===== config.mk =====
export PLATFORM = sky130hd
export DESIGN_NAME = calculadora_ctrl_flat
export DESIGN_NICKNAME = d
export VERILOG_FILES = /design/src/rtl/calculadora_ctrl_if.sv /design/src/rtl/calculadora_ctrl.sv /design/src/flat_wrapper.sv
export SDC_FILE = /design/constraint.sdc
export NUM_CORES = 1
export LEC_CHECK = 0
export ABC_AREA = 0
export ABC_CLOCK_PERIOD_IN_PS = 2600
export CORE_UTILIZATION = 45
export CTS_BUF_LIST = sky130_fd_sc_hd__clkbuf_16
export CTS_CLUSTER_DIAMETER = 150
export DETAILED_ROUTE_END_ITERATION = 6
export SLEW_MARGIN = 30
export SYNTH_ARGS = -nofsm -noshare
export SYNTH_HDL_FRONTEND = slang
export SYNTH_SLANG_ARGS = --single-unit
export TNS_END_PERCENT = 100

===== constraint.sdc =====
create_clock -name clk -period 2.6 [get_ports clk]
set_input_delay 0.52 -clock clk [delete_from_list [all_inputs] [get_ports clk]]
set_output_delay 0.52 -clock clk [all_outputs]
set_load 0.005 [all_outputs]

===== src/rtl/calculadora_ctrl_if.sv =====
// calculadora_ctrl_if: keypad-event input and calculator-command output bundle of the sequencer
interface calculadora_ctrl_if;
  logic [4:0] tecla_in;
  logic       tecla_valida;
  logic       ativo;
  logic [4:0] tecla_out;
  logic       pronto;
  logic       erro;
  logic [3:0] estado;
  modport master (output tecla_in, tecla_valida, input ativo, tecla_out, pronto, erro, estado);
  modport slave  (input tecla_in, tecla_valida, output ativo, tecla_out, pronto, erro, estado);
endinterface


===== src/rtl/calculadora_ctrl.sv =====
// calculadora_ctrl: orders keypad entry A -> op -> B and emits the calculator command stream
module calculadora_ctrl #(
  parameter int TIMEOUT_CYC = 50000000,
  parameter int RESULT_WAIT = 2
) (
  input logic clk,
  input logic reset,
  calculadora_ctrl_if.slave bus
);
  localparam int TW = $clog2(TIMEOUT_CYC);
  localparam int CW = $clog2(RESULT_WAIT + 1);
  typedef enum logic [3:0] {
    IDLE = 4'd0, SEL_A = 4'd1, WR_A = 4'd2, WAIT_OP = 4'd3, WR_OP = 4'd4,
    WAIT_B = 4'd5, SEL_B = 4'd6, WR_B = 4'd7, CALC = 4'd8, DONE = 4'd9
  } state_t;
  state_t state, nxt;
  logic [4:0] a, op, b, a_n, op_n, b_n, cmd, tecla_out;
  logic [TW-1:0] tcnt;
  logic [CW-1:0] ccnt;
  logic ativo, pronto, erro, err, emit, tout, waiting;
  logic [4:0] key;
  logic v, is_dig, is_op, is_clr;
  assign key = bus.tecla_in;
  assign v = bus.tecla_valida;
  assign is_dig = key <= 5'd9;
  assign is_op = key >= 5'd10 && key <= 5'd12;
  assign is_clr = key == 5'd13;
  assign waiting = state == WAIT_OP || state == WAIT_B;
  assign tout = tcnt == TW'(TIMEOUT_CYC - 1);
  always_comb begin
    nxt = state;
    a_n = a;
    op_n = op;
    b_n = b;
    err = 1'b0;
    case (state)
      IDLE: if (v) begin
        if (is_dig) begin nxt = SEL_A; a_n = key; end
        else if (!is_clr) err = 1'b1;
      end
      SEL_A: nxt = WR_A;
      WR_A: nxt = WAIT_OP;
      WAIT_OP: if (v) begin
        if (is_op) begin nxt = WR_OP; op_n = key; end
        else if (is_clr) nxt = IDLE;
        else err = 1'b1;
      end else if (tout) begin nxt = IDLE; err = 1'b1; end
      WR_OP: nxt = WAIT_B;
      WAIT_B: if (v) begin
        if (is_dig) begin nxt = SEL_B; b_n = key; end
        else if (is_clr) nxt = IDLE;
        else err = 1'b1;
      end else if (tout) begin nxt = IDLE; err = 1'b1; end
      SEL_B: nxt = WR_B;
      WR_B: nxt = CALC;
      CALC: if (ccnt == CW'(RESULT_WAIT - 1)) nxt = DONE;
      DONE: if (v) begin
        if (is_dig) begin nxt = SEL_A; a_n = key; end
        else if (is_clr) nxt = IDLE;
        else err = 1'b1;
      end
      default: nxt = IDLE;
    endcase
  end
  // outputs are registered from the next state so a command lands one cycle after its key
  assign emit = nxt == SEL_A || nxt == WR_A || nxt == WR_OP || nxt == SEL_B || nxt == WR_B;
  assign cmd = nxt == SEL_A ? 5'd15 : nxt == WR_A ? a_n : nxt == WR_OP ? op_n :
               nxt == SEL_B ? 5'd14 : nxt == WR_B ? b_n : 5'd31;
  always_ff @(posedge clk) begin
    if (reset) begin
      state <= IDLE;
      a <= 5'd0;
      op <= 5'd0;
      b <= 5'd0;
      ativo <= 1'b0;
      tecla_out <= 5'd31;
      pronto <= 1'b0;
      erro <= 1'b0;
      tcnt <= '0;
      ccnt <= '0;
    end else begin
      state <= nxt;
      a <= a_n;
      op <= op_n;
      b <= b_n;
      ativo <= emit;
      tecla_out <= cmd;
      pronto <= nxt == DONE;
      erro <= err;
      tcnt <= (waiting && nxt == state && !v) ? tcnt + TW'(1) : '0;
      ccnt <= (state == CALC && nxt == CALC) ? ccnt + CW'(1) : '0;
    end
  end
  assign bus.ativo = ativo;
  assign bus.tecla_out = tecla_out;
  assign bus.pronto = pronto;
  assign bus.erro = erro;
  assign bus.estado = state;
endmodule


===== src/flat_wrapper.sv =====
// flat-port wrapper written by rule: the top's interface ports become plain ports
module calculadora_ctrl_flat 
#(
  parameter int TIMEOUT_CYC = 50000000,
  parameter int RESULT_WAIT = 2
)
  (clk, reset, bus_tecla_in, bus_tecla_valida, bus_ativo, bus_tecla_out, bus_pronto, bus_erro, bus_estado);
  calculadora_ctrl_if bus_i ();
  input logic clk;
  input logic reset;
  input wire logic [$bits(bus_i.tecla_in)-1:0] bus_tecla_in;
  input wire logic [$bits(bus_i.tecla_valida)-1:0] bus_tecla_valida;
  output wire logic [$bits(bus_i.ativo)-1:0] bus_ativo;
  output wire logic [$bits(bus_i.tecla_out)-1:0] bus_tecla_out;
  output wire logic [$bits(bus_i.pronto)-1:0] bus_pronto;
  output wire logic [$bits(bus_i.erro)-1:0] bus_erro;
  output wire logic [$bits(bus_i.estado)-1:0] bus_estado;
  assign bus_i.tecla_in = bus_tecla_in;
  assign bus_i.tecla_valida = bus_tecla_valida;
  assign bus_ativo = bus_i.ativo;
  assign bus_tecla_out = bus_i.tecla_out;
  assign bus_pronto = bus_i.pronto;
  assign bus_erro = bus_i.erro;
  assign bus_estado = bus_i.estado;
  calculadora_ctrl #(.TIMEOUT_CYC(TIMEOUT_CYC), .RESULT_WAIT(RESULT_WAIT)) u_core (.clk(clk), .reset(reset), .bus(bus_i));
endmodule

==> After elaboration in Yosys (flattened, before gate mapping) <==
Index checks and enable logic that the tools add are counted.
{ "totals": {"elab_cells": 87, "inputBits": 8, "mem_count": 0, "mem_bits_rw": 0, "register_bits": 55, "rom_bits": 0, "latchBits": 0} }
{ "op_classes": {"order_cmp": 3, "mul": 0, "bitwise": 2, "n_mux": 34, "add_sub_neg": 2, "n_eq_ne": 20, "shift": 0, "n_reduce_logical": 15, "div_mod_pow": 0} }
{ "op_table": {"columns": ["cell", "n"], "rows": [
  ["2-to-1 mux 5 bit", 14],
  ["2-to-1 mux 4 bit", 11],
  ["case mux 4 bit (10 select lines)", 1],
  ["equality test 4 x 3 -> 1 bit, second input constant", 7],
  ["adder 26 x 1 -> 26 bit, second input constant", 1],
  ["equality test 26 bit, second input constant", 1],
  ["equality test 4 bit, second input constant", 4],
  ["equality test 4 x 2 -> 1 bit, second input constant", 3],
  ["less-or-equal comparator 5 x 4 -> 1 bit, second input constant", 2],
  ["equality test 4 x 1 -> 1 bit, second input constant", 2],
  ["OR reduction 2 bit", 4],
  ["2-to-1 mux 1 bit", 7],
  ["equality test 5 x 4 -> 1 bit, second input constant", 1],
  [">= comparator 5 x 4 -> 1 bit, second input constant", 1],
  ["logical OR 1 bit", 5],
  ["equality test 4 bit", 1],
  ["logical AND 1 bit", 4],
  ["zero test 4 bit", 1],
  ["case mux 1 bit (3 select lines)", 1],
  ["adder 2 x 1 -> 2 bit, second input constant", 1],
  ["equality test 2 x 1 -> 1 bit, second input constant", 1],
  ["NOT 1 bit", 2],
  ["zero test 1 bit", 1]
]} }

==> Depth between registers and ports, before layout <==
{ "logic_depth": {"word_depth": 11, "depth_mapped": 9} }

==> Worst setup path before layout <==
OpenSTA, ideal clock, no wires.
{ "synth_path": {"kind": "reg2reg", "start": "register u_core.tcnt[11]", "end": "register u_core.tcnt[10]", "path_slack_ns": 0.459, "path_stages_with_launch": 9, "setup_time_ns": 0.130, "t_arrival_ns": 2.011, "period_less_slack_ns": 2.141, "cell_sequence": "dfxtp_1 > or4_4 > nor4_4 > and2_4 > o22a_2 > buf_6 > a2bb2oi_4 > buf_6 > nor3_1"} }
{ "synth_between": {"elab_chain_cells": 9, "elab_cells_between_ends": 10} }
{ "synth_lines": {"columns": ["item", "line_no", "text"], "rows": [
  ["start: declaration", "calculadora_ctrl.sv:18", "logic [TW-1:0] tcnt;"],
  ["start signal: assignment", "calculadora_ctrl.sv:90", "tcnt <= (waiting && nxt == state && !v) ? tcnt + TW'(1) : '0;"],
  ["equality test 26 bit *", "calculadora_ctrl.sv:29", "assign tout = tcnt == TW'(TIMEOUT_CYC - 1);"],
  ["2-to-1 mux 4 bit *", "calculadora_ctrl.sv:47, calculadora_ctrl.sv:53", null],
  ["2-to-1 mux 4 bit (on tied branches)", "calculadora_ctrl.sv:49, calculadora_ctrl.sv:43", null],
  ["case mux 4 bit (10 select lines) *", "calculadora_ctrl.sv:36", "case (state)"],
  ["equality test 4 bit *", "calculadora_ctrl.sv:90", null],
  ["logical AND 1 bit * (2 in series)", "calculadora_ctrl.sv:90", null],
  ["NOT 1 bit (no line) *", null, null],
  ["OR reduction 2 bit (no line) *", null, null]
]} }
Mark *: on every way between the ends. The rest lies on a longest branch, timed or not.
A chain may end at the register's enable or synchronous reset.

==> Worst setup path in the final report <==
{ "layout_path": {"start": "input bus_tecla_in[3]", "end": "register u_core.ativo, in the netlist u_core.bus.ativo"} }
{ "layout_between": {"elab_chain_cells": 10, "elab_cells_between_ends": 24} }
{ "layout_lines": {"columns": ["item", "line_no", "text"], "rows": [
  ["start: declaration", "flat_wrapper.sv:11", "input wire logic [$bits(bus_i.tecla_in)-1:0] bus_tecla_in;"],
  [">= comparator 5 x 4 -> 1 bit (tied with other cells)", "calculadora_ctrl.sv:26", "assign is_op = key >= 5'd10 && key <= 5'd12;"],
  ["logical AND 1 bit or 2-to-1 mux 4 bit (tied branches)", null, null],
  ["2-to-1 mux 4 bit (on tied branches)", "calculadora_ctrl.sv:44, calculadora_ctrl.sv:50, calculadora_ctrl.sv:58", null],
  ["2-to-1 mux 4 bit (on tied branches)", "calculadora_ctrl.sv:43, calculadora_ctrl.sv:49, calculadora_ctrl.sv:57", null],
  ["case mux 4 bit (10 select lines) *", "calculadora_ctrl.sv:36", null],
  ["equality test 4 x 1 -> 1 bit or equality test 4 x 2 -> 1 bit (tied branches)", "calculadora_ctrl.sv:66", "assign emit = nxt == SEL_A || nxt == WR_A || nxt == WR_OP || nxt == SEL_B || nxt == WR_B;"],
  ["logical OR 1 bit (3 in series)", "calculadora_ctrl.sv:66", null],
  ["logical OR 1 bit *", "calculadora_ctrl.sv:66", null],
  ["end signal: assignment", "calculadora_ctrl.sv:86", "ativo <= emit;"],
  ["end: declaration", "calculadora_ctrl.sv:20", "logic ativo, pronto, erro, err, emit, tout, waiting;"]
]} }
Marked as above.

==> impl_metrics.toml <==
[sta]
setup_viol = 0
layout_min_cycle_time_ns = 2.45
fmax_mhz = 409
fin_crit_sh_pct = 94.1
worstMarginPinSlew_ns = 0.881
rsz0062_at_grt = "no"
slew_violations = 0
hold_violations = 0
setup_slack_ns = 0.154
fin_hold_ws_ns = 0.423
slew_headroom_pct = 41.2
fin_worst_skew_ns = 0.00781

[global_routing]
grt_max_degree = 27
grt_antenna_before_repair = 0
grt_usage_pct = 20.5
grt_pass1_wl_mm = 9.65
gr-total-overflow = 0
grt_pass1_vias = 2022

[worst_setup_path]
crit_path_end = "u_core.bus.ativo$_SDFF_PP0_"
criticalPathCategory = "input pin to flip-flop"
crit_slowest_cell = "clkdlybuf4s50_1"
worst_path_largest_cell_delay_ns = 0.51
path_depth = 7
reg2reg_depth = 7
timing.rr.end = "u_core.tcnt[15]$_SDFF_PP0_"
path_buf_inv = 1
path_max_fanout = 5
crit_required_ns = 2.80
arrival_ns = 2.65
startpoint_type = "input pin"
endpoint_kind = "flip-flop"
crit_chain = "clkdlybuf4s50_1, and3b_1, and3_1, a2111oi_2, nor2_1, maj3_1, a21oi_1"
rrSetupSlack_ns = 0.32
crit_family = "compound AO/OA/AOI/OAI gates"
reg2reg_from = "u_core.tcnt[11]$_SDFF_PP0_"
cp-startpoint = "bus_tecla_in[3]"

[detailed_routing]
vias_per_cell = 5.34
vias = 2142
wl_met2_mm = 2.44
top_layer = "met4"
wirelength_mm = 5.62
drc = 0
wire_per_inst_um = 14.0
met1_length_mm = 3.00
firstDrtPassIters = 4
wl_met3_um = 155
drtAntennaViolNets = 0
drt_iter0_drc = 121

[flow_run]
maxCapViolCount = 0

[cts]
clk_pin_slew_ns = 0.06
post_cts_buffers = 0
cts_root_buffer = "clkbuf_16"
clockBufferDepth = 2
postCtsHoldBufs = 0
cts.sinks = 50
insertion_delay_ns = 0.29
htree_num_levels = 2
cts_tree = "yes"
cts_buffers = 5

[synthesis]
yosys.cell_types.count = 52
async_flop_share_pct = 0
synth-edff-count = 0
synth_area_per_cell_um2 = 8.65
ys_warn_count = 0
synth_nets = 301
ys_ff_latch = 50
ys.flop_type = "dfxtp_1"
ys_seq_area_share_pct = 39.8
syn_inst = 291
synth_area_um2 = 2520

[die]
core_area_um2 = 5240
start_util_pct = 48.0
die-area_um2 = 5890
die_h_um = 76.8
ioPinCount = 20
die_x_um = 76.8
num_rows = 26

[placed_design]
place_congestion = 0.798
place_ws_ns = -0.138
io_buffers = 19
hpwlAfterDp_mm = 4.05

[pwr]
ir_worst_vdd_uv = 425
power_mw = 2.04
leakagePower_nw = 1.13
p_per_area_nw_per_um2 = 652

[finish]
antenna_cells = 0
areaGrowthSynthToFinish_pct = 24.1
fin_util_pct = 59.6
nNetsFinal = 340
drive_gt1_share_pct = 15.1

[status]
outcome = "finished, final reports clean"

[min_path]
worstHoldPathType = "flip-flop to flip-flop"
## logic make-up after synthesis
kind of cell / share of synthesized area, %
AND/OR/NAND/NOR: 31.5
multiplexers: 2.44
XOR/XNOR: 8.70
AO/OA/AOI/OAI: 11.9
flip-flops: 39.8
adder cells (fa/ha/maj): 1.39
buffers and inverters: 4.28
## cells in the mapped netlist (all sizes together), types with 2 or more instances
cell	number	share of area, %
nand2b	6	1.5
buf	6	1.9
clkbuf	8	1.2
a21oi	13	2.6
a2bb2oi	2	1.4
or4	2	0.75
a211o	2	0.70
nand2	19	2.8
dfxtp	50	40
or3	3	0.75
nand4b	2	0.70
nor4	5	1.8
xor2	15	5.2
nor4bb	2	0.80
o41ai	2	0.70
mux2i	5	2.0
a31oi	3	0.75
and3	5	1.2
inv	8	1.2
and4	2	0.70
or2	2	0.50
xnor2	10	3.5
and2	4	1.1
nor2b	13	3.2
nor2	28	4.2
o21ai	9	1.8
ha	2	0.99
nor3b	3	0.90
nand4	7	1.7
nor3	29	5.8
nand3	10	2.0
## cell usage in the layout (no fill, tap or decap), types with 10 or more instances in the layout
| cell | synthesis | final |
|---|---|---|
| a21oi_1 | 13 | 12 |
| buf_4 | 0 | 26 |
| clkdlybuf4s50_1 | 0 | 19 |
| dfxtp_1 | 50 | 50 |
| nand2_1 | 19 | 19 |
| nand3_1 | 10 | 10 |
| nor2_1 | 28 | 28 |
| nor2b_1 | 13 | 13 |
| nor3_1 | 29 | 29 |
| xnor2_1 | 10 | 10 |
| xor2_1 | 15 | 15 |
## cell type report
class / count / area, um^2
Timing Repair Buffer: 46 / 405
Sequential cell: 50 / 1000
Multi-Input combinational cell: 219 / 1430
Inverter: 8 / 30.0
Tap cell: 70 / 87.6
Clock buffer: 5 / 125
Clock inverter: 3 / 48.8
Fill cell: 496 / 2110
## worst min-delay path by stage
stage | from | endpoint | slack, ns | depth (start not counted)
floorplan | u_core.ccnt[0]$_SDFF_PP0_ | u_core.ccnt[0]$_SDFF_PP0_ | 0.40 | 1
global placement | u_core.ccnt[0]$_SDFF_PP0_ | u_core.ccnt[0]$_SDFF_PP0_ | 0.41 | 1
detailed placement | u_core.ccnt[0]$_SDFF_PP0_ | u_core.ccnt[0]$_SDFF_PP0_ | 0.41 | 1
CTS | u_core.ccnt[0]$_SDFF_PP0_ | u_core.ccnt[0]$_SDFF_PP0_ | 0.42 | 1
global route | u_core.ccnt[0]$_SDFF_PP0_ | u_core.ccnt[0]$_SDFF_PP0_ | 0.45 | 1
finish | u_core.ccnt[0]$_SDFF_PP0_ | u_core.ccnt[0]$_SDFF_PP0_ | 0.42 | 1
## sequential cells by signal, summed over array words and instances (netlist names)
signal                cells
u_core.a                  5
u_core.b                  5
u_core.bus.ativo          1
u_core.bus.erro           1
u_core.bus.estado         4
u_core.bus.pronto         1
u_core.bus.tecla_out      5
u_core.ccnt               2
u_core.tcnt              26
## power by group
| group | switching [mW] | leakage (nW) | internal, mW |
|---|---|---|---|
| logic | 0.220 | 0.646 | 0.230 |
| clock network | 0.293 | 0.0819 | 0.460 |
| registers | 0.0340 | 0.404 | 0.798 |
## stage by stage
stage | cells | area, um^2 | setup TNS, ns
3_3_place_gp | 393 | 2930 | -1.42
5_1_grt | 401 | 3120 | 0
2_1_floorplan | 291 | 2520 | 0
3_5_place_dp | 393 | 2930 | -3.84
4_1_cts | 401 | 3110 | 0
6_report | 401 | 3120 | 0
## metal layers
metal / track usage [%] / vias to the layer above
li1: - / 1117
met5: 0 / -
met2: 30.5 / 27
met3: 3.69 / 2
met4: 7.12 / 0
met1: 29.3 / 996
## repair_timing
item | CTS | global route
setup endpoints to repair | 0 | 15
gates resized for setup | 0 | 3
hold endpoints to repair | 0 | 0
Power figures use the tool's default switching activity.
